`src/rtl/pmem_arbiter.sv`:
```
// pmem_arbiter: grants one of the I-cache or D-cache the single downstream
// cacheline port and holds that grant until the downstream transfer
// completes. Responses go back only to the granted requester.
// Optional feature macro: PMEM_ARB_ROUND_ROBIN_EN. When it is defined, a tie
// alternates between the two caches. When it is undefined, the D-cache
// always wins a tie.
module pmem_arbiter (
  input  logic         clk,
  input  logic         rst,
  // I-cache side
  input  logic         i_pmem_read,
  input  logic [31:0]  i_pmem_address,
  output logic [255:0] i_pmem_rdata,
  output logic         i_pmem_resp,
  // D-cache side
  input  logic         d_pmem_read,
  input  logic         d_pmem_write,
  input  logic [31:0]  d_pmem_address,
  input  logic [255:0] d_pmem_wdata,
  output logic [255:0] d_pmem_rdata,
  output logic         d_pmem_resp,
  // downstream cacheline adaptor
  output logic         mem_read,
  output logic         mem_write,
  output logic [31:0]  mem_address,
  output logic [255:0] mem_wdata,
  input  logic [255:0] mem_rdata,
  input  logic         mem_resp
);

  typedef enum logic [1:0] {IDLE, I_SERVE, D_SERVE} state_t;

  state_t r_state, w_next;
  logic   w_i_req, w_d_req;
  logic   w_tie_to_i;   // who wins when both caches request in IDLE

  assign w_i_req = i_pmem_read;
  assign w_d_req = d_pmem_read | d_pmem_write;

`ifdef PMEM_ARB_ROUND_ROBIN_EN
  logic r_last_d;       // 1 = D-cache was served last
  // Remember who completed the most recent transfer; a stray resp in IDLE
  // does not count as a completion.
  always_ff @(posedge clk) begin
    if (rst)
      r_last_d <= 1'b1;
    else if (mem_resp && r_state != IDLE)
      r_last_d <= (r_state == D_SERVE);
  end
  assign w_tie_to_i = r_last_d;
`else
  assign w_tie_to_i = 1'b0;
`endif

  // State register: the grant decision is registered, so requester inputs
  // never reach the downstream port without passing through IDLE first.
  always_ff @(posedge clk) begin
    if (rst) r_state <= IDLE;
    else     r_state <= w_next;
  end

  // Next-state: pick a winner in IDLE, hold the grant until mem_resp even if
  // the requester withdraws (the downstream burst has to finish).
  always_comb begin
    w_next = r_state;
    unique case (r_state)
      IDLE: begin
        if (w_i_req && w_d_req) w_next = w_tie_to_i ? I_SERVE : D_SERVE;
        else if (w_i_req)       w_next = I_SERVE;
        else if (w_d_req)       w_next = D_SERVE;
      end
      I_SERVE: if (mem_resp) w_next = IDLE;
      D_SERVE: if (mem_resp) w_next = IDLE;
      default: w_next = IDLE;
    endcase
  end

  // Downstream request mux and response steering; all of it is zero in IDLE.
  always_comb begin
    mem_read    = 1'b0;
    mem_write   = 1'b0;
    mem_address = '0;
    mem_wdata   = '0;
    i_pmem_resp = 1'b0;
    d_pmem_resp = 1'b0;
    unique case (r_state)
      I_SERVE: begin
        mem_read    = i_pmem_read;
        mem_address = i_pmem_address;
        i_pmem_resp = mem_resp;
      end
      D_SERVE: begin
        // A writeback goes out before the fill, so write suppresses read.
        mem_read    = d_pmem_read & ~d_pmem_write;
        mem_write   = d_pmem_write;
        mem_address = d_pmem_address;
        mem_wdata   = d_pmem_wdata;
        d_pmem_resp = mem_resp;
      end
      default: ;
    endcase
  end

  assign i_pmem_rdata = mem_rdata;
  assign d_pmem_rdata = mem_rdata;

endmodule

```
`config.mk`:
```
export PLATFORM = sky130hd
export DESIGN_NAME = pmem_arbiter
export DESIGN_NICKNAME = d
export VERILOG_FILES = /design/src/rtl/pmem_arbiter.sv
export SDC_FILE = /design/constraint.sdc
export NUM_CORES = 1
export LEC_CHECK = 0
export CORE_AREA = 2 2 544 546
export DETAILED_ROUTE_END_ITERATION = 8
export DIE_AREA = 0 0 546 548
export SLEW_MARGIN = 5
export SYNTH_ARGS = -nofsm -noshare
export SYNTH_HDL_FRONTEND = slang
export SYNTH_SLANG_ARGS = --single-unit
```
`constraint.sdc`:
```
create_clock -name clk -period 1.5 [get_ports clk]
set_input_delay 0.375 -clock clk [delete_from_list [all_inputs] [get_ports clk]]
set_output_delay 0.375 -clock clk [all_outputs]
set_load 0.005 [all_outputs]
```
Word level (Yosys, flattened, before mapping)
Cells that the tools add are included.
- memory bits (read-only): 0
- logic and storage cells: 23
- input bits: 582
- flip-flop bits (word level): 2
- output and inout port bits: 804
- latch bits: 0
- RAM bits: 0
- memories: 0
- multipliers: 0
- shift-type cells: 0
- eq/ne operators: 4
- add/subtract/negate cells: 0
- muxes and demuxes: 11
- bitwise logic cells: 3
- order comparisons: 0
- divide/modulo/power cells: 0
- reduce and logical (&&, ||, !) cells: 4
- operator list (operator ; count):
    256-bit two-way mux ; 1
    32-bit one-hot mux with 2 select lines ; 1
    2-bit two-way mux ; 4
    4-bit inequality test (second input constant) ; 1
    2-bit one-hot mux with 2 select lines ; 1
    1-bit two-way mux ; 3
    2-bit by 1-bit equality test with 1-bit output (second input constant) ; 1
    2-bit equality test (second input constant) ; 1
    2-bit zero test ; 1
    2-bit by 1-bit inequality test with 1-bit output (second input constant) ; 1
    1-bit one-hot mux with 2 select lines ; 1
    2-bit AND reduction ; 1
    2-bit OR reduction ; 1
    1-bit AND ; 1
    1-bit logical AND ; 1
    1-bit inverter ; 1
    1-bit OR ; 1

Longest topological paths before layout
- depth in word-level cells: 5
- gate-level depth with buffers: 7

Worst setup path before layout
OpenSTA, ideal clock, no wires.
- path kind: reg2out
- start point: register r_state[0]
- end point: output port mem_address[0]
- path slack: 0.013 ns
- stages on the path, launching flop included: 5
- arrival: 1.112 ns
- cell sequence: dfxtp_1 inv_1 ha_1 clkbuf_1 nor2b_1
- word-level cells in the longest chain between the ends: 2
- ends and longest elaborated chain (what ; RTL line ; source):
    from (decl) ; 33 ; state_t r_state, w_next;
    from (signal assigned) ; 59 ; else r_state <= w_next;
    2-bit equality test / 2-bit by 1-bit equality test with 1-bit output (equally long branches) ; 86 ; unique case (r_state)
    32-bit one-hot mux with 2 select lines (*) ; 86 ;
    to (decl) ; 25 ; output logic [31:0] mem_address,
Mark *: on every way between the ends. The rest lies on a longest branch, timed or not.

Final worst setup path
- start point: register r_state[0]
- end point: output port mem_address[11]
The elaborated chain is that of the path after synthesis.

==> metrics.md <==
| Metric | Value |
|---|---|
| Clk pwr share | `0.043` |
| WL final | `219,000 um` |
| Worst slew margin | `0.614` |
| Number of synthesized register bits | `2` |
| Placement Rows | `199` |
| CTS tree | `done` |
| Synth area leaders | `buf_4, and2_1, a22oi_1` |
| Setup tns final | `-160,650 ps` |
| Leak Pwr | `5.74 nW` |
| Tmin final | `2180 ps` |
| Sw Ratio | `0.390` |
| Worst setup margin | `-676 ps` |
| HP Class | `reg2reg` |
| RePlAce Congestion | `0.813` |
| Critical path's slowest cell | `dfxtp_2` |
| Most used DFF post-synth | `dfxtp_1` |
| Power Internal | `0.00562 W` |
| Register Area | `45.0 um^2` |
| FILL cells | `34,500` |
| Maximum vdd drop | `0.000325 V` |
| Netlist cell types | `19` |
| Most frequent cell after synthesis | `buf_4` |
| Period utilization | `1.45` |
| IO Count | `1,386` |
| Clock Latency Late Sink | `220 ps` |
| First-pass GRT wire length | `237,000 um` |
| Gr usage total | `0.140` |
| Initial Util | `0.0214` |
| Multi-input logic area | `0.00305 mm^2` |
| Violated checks | `negative setup slack` |
| Comb pwr share | `0.949` |
| Worst-path maximum fanout | `7` |
| WHS | `517 ps` |
| DRC violations left | `0` |
| Post-DP HPWL | `206,000 um` |
| CP cell instances | `inv_2 -> ha_4 -> buf_4 -> buf_12 -> buf_12 -> buf_4 -> a22oi_2 -> nor2b_2 -> buf_12` |
| Critical path class | `reg2out` |
| Commonest cells post-synth | `buf_4, and2_1, nor2b_1, a22oi_1, clkbuf_2` |
| Final ANT Viol Nets | `0` |
| Gr ovfl total | `0` |
| Via density | `1.54` |
| Buf/Inv on CP | `6` |
| WP data required | `1120 ps` |
| Cell Pwr Density | `520 mW/mm^2` |
| Worst Setup End Kind | `output port` |
| Largest Register | `r_state` |
| Final #Nets | `1,686` |
| CTS clock-pin slew for the worst setup and hold paths | `30 ps` |
| Die X-Extent | `546 um` |
| Unrepaired setup endpoints after global routing | `true` |
| Max reg flops | `2` |
| Pre-CTS setup slack | `-679 ps` |
| Sequential Power Share | `0.008` |
| Routed WL per cell | `43.4 um` |
| Async S/R FF share, synth | `0` |
| DR iter-0 viols | `302` |
| Initial antenna violation count | `203` |
| Core Region | `0.293 mm^2` |
| Final Setup Violations | `294` |
| Status | `complete, but fails checks` |
| Slowest stage delay, CP | `320 ps` |
| Max-cap violations | `0` |
| Worst setup SP type | `register` |
| Final Skew | `2.60 ps` |
| Pin count of the biggest net entering global routing | `35` |
| Post-Syn Nets | `1,480` |
| CTS Hold Bufs | `0` |
| Count of flip-flops with a built-in enable after synthesis | `0` |
| Syn avg cell area | `7.01 um^2` |
| P_sw | `0.00359 W` |
| Most used cell along the critical path | `buf_12` |
| Post-Synthesis Cells | `895` |
| Mapped Area | `0.00627 mm^2` |
| Vias in the first global route | `7,183` |
| Sequential element share of the synthesized area | `0.00638` |
| Peak Freq | `0.460 GHz` |
| Hold Fails Final Rpt | `0` |
| Delay-heaviest family, CP | `buffers and inverters` |
| Die area | `0.299 mm^2` |
| Number of buffers created by CTS | `3` |
| H-tree Lvls | `1` |
| Post-synth top area share | `0.615` |
| Die height | `548 um` |
| Share of layout cells above drive strength 1 | `0.665` |
| Warning count from the yosys run | `0` |
| CTS max path bufs | `2` |
| Initial DRT Pass Iterations | `5` |
| Worst slew pin tran | `577 ps` |
| CTS sink count | `2` |
| Largest regs | `r_state (2)` |
| Area Overhead vs Synth | `183%` |
| Vias | `7,782` |
| Crit path DAT | `1800 ps` |
| Yosys top cell by area | `buf_4` |
| # port buffers | `617` |
| Final Max Tran Viols | `0` |
| Root buffer cell | `clkbuf_16` |
[power groups by stage]
stage                     clock [W]  sequential, W  combinational [W]
after CTS                  0.000406      0.0000701            0.00809
final                      0.000397      0.0000715            0.00875
after floorplan                   0      0.0000642            0.00221
after global routing       0.000416      0.0000722            0.00921
after global placement            0      0.0000662            0.00611
after detailed placement          0      0.0000669            0.00614
[what timing repair did]
| item | 4_1_cts | 5_1_grt |
|---|---|---|
| pin swaps | 8 | 12 |
| setup endpoints to repair | 294 | 294 |
| gates resized for setup | 651 | 371 |
| setup buffers | 64 | 24 |
| gates cloned | 19 | 9 |
[logic make-up after synthesis]
family,share of synthesized area
buffers and inverters,0.647
and+or+nand+nor,0.298
AOI/OAI and AO/OA,0.0423
adders and majority gates,0.00599
DFF,0.00638
[cell usage in the layout, fill, tap and decap left out]
cell,n
a21oi_1,3
a22oi_2,32
and2_1,13
and2_4,247
buf_12,163
buf_16,17
buf_2,23
buf_4,32
buf_6,148
buf_8,18
bufbuf_16,1
clkbuf_16,10
clkbuf_2,16
clkdlybuf4s50_1,325
dfxtp_2,1
dfxtp_4,1
diode_2,22
dlymetal6s2s_1,2
ha_4,3
inv_2,2
nand2_1,1
nand2_2,1
nand2b_1,1
nand3b_1,1
nor2_1,1
nor2b_1,20
nor2b_2,11
nor2b_4,3
nor3_1,1
o21ai_2,2
[routing by layer]
metal | GRT usage | vias to the layer above | part of all wire
met5 | 0 | - | 0.0033
met4 | 0.0340 | 106 | 0.033
met3 | 0.225 | 430 | 0.34
met2 | 0.203 | 1534 | 0.41
met1 | 0.0887 | 3046 | 0.22
li1 | - | 2666 | -
[per-stage QoR]
stage / util / area [um^2] / instances / power, W
floorplan: - / 6270 / 895 / 0.00228
detailed placement: 0.0509 / 14900 / 4912 / 0.00620
finish: 0.0605 / 17700 / 5040 / 0.00922
global placement: 0.0509 / 14900 / 4912 / 0.00618
CTS: 0.0568 / 16700 / 4995 / 0.00857
global route: 0.0603 / 17700 / 5024 / 0.00970
[area by class of cell]
type | count | area share
Tap cell | 3919 | 0.277
Sequential cell | 2 | 0.00254
Timing Repair Buffer | 752 | 0.541
Multi-Input combinational cell | 340 | 0.172
Clock buffer | 3 | 0.00424
Antenna cell | 22 | 0.00311
Inverter | 2 | 0.000424
[final timing paths]
kind	from	endpoint	slack, ps	depth (start not counted)
max	r_state[0]	mem_address[11]	-680	9
min	r_state[1]	r_state[1]	520	2
max reg2reg	r_state[0]	r_state[0]	-160	9
min reg2reg	r_state[1]	r_state[1]	520	2
[worst reg2reg max path: cells and delay by family (launching register included)]
kind	cells	cell delay [ps]
adders and majority gates	1	250
buffers and inverters	5	640
DFF	1	320
and+or+nand+nor	2	280
AOI/OAI and AO/OA	1	80
Power figures use the tool's default switching activity.
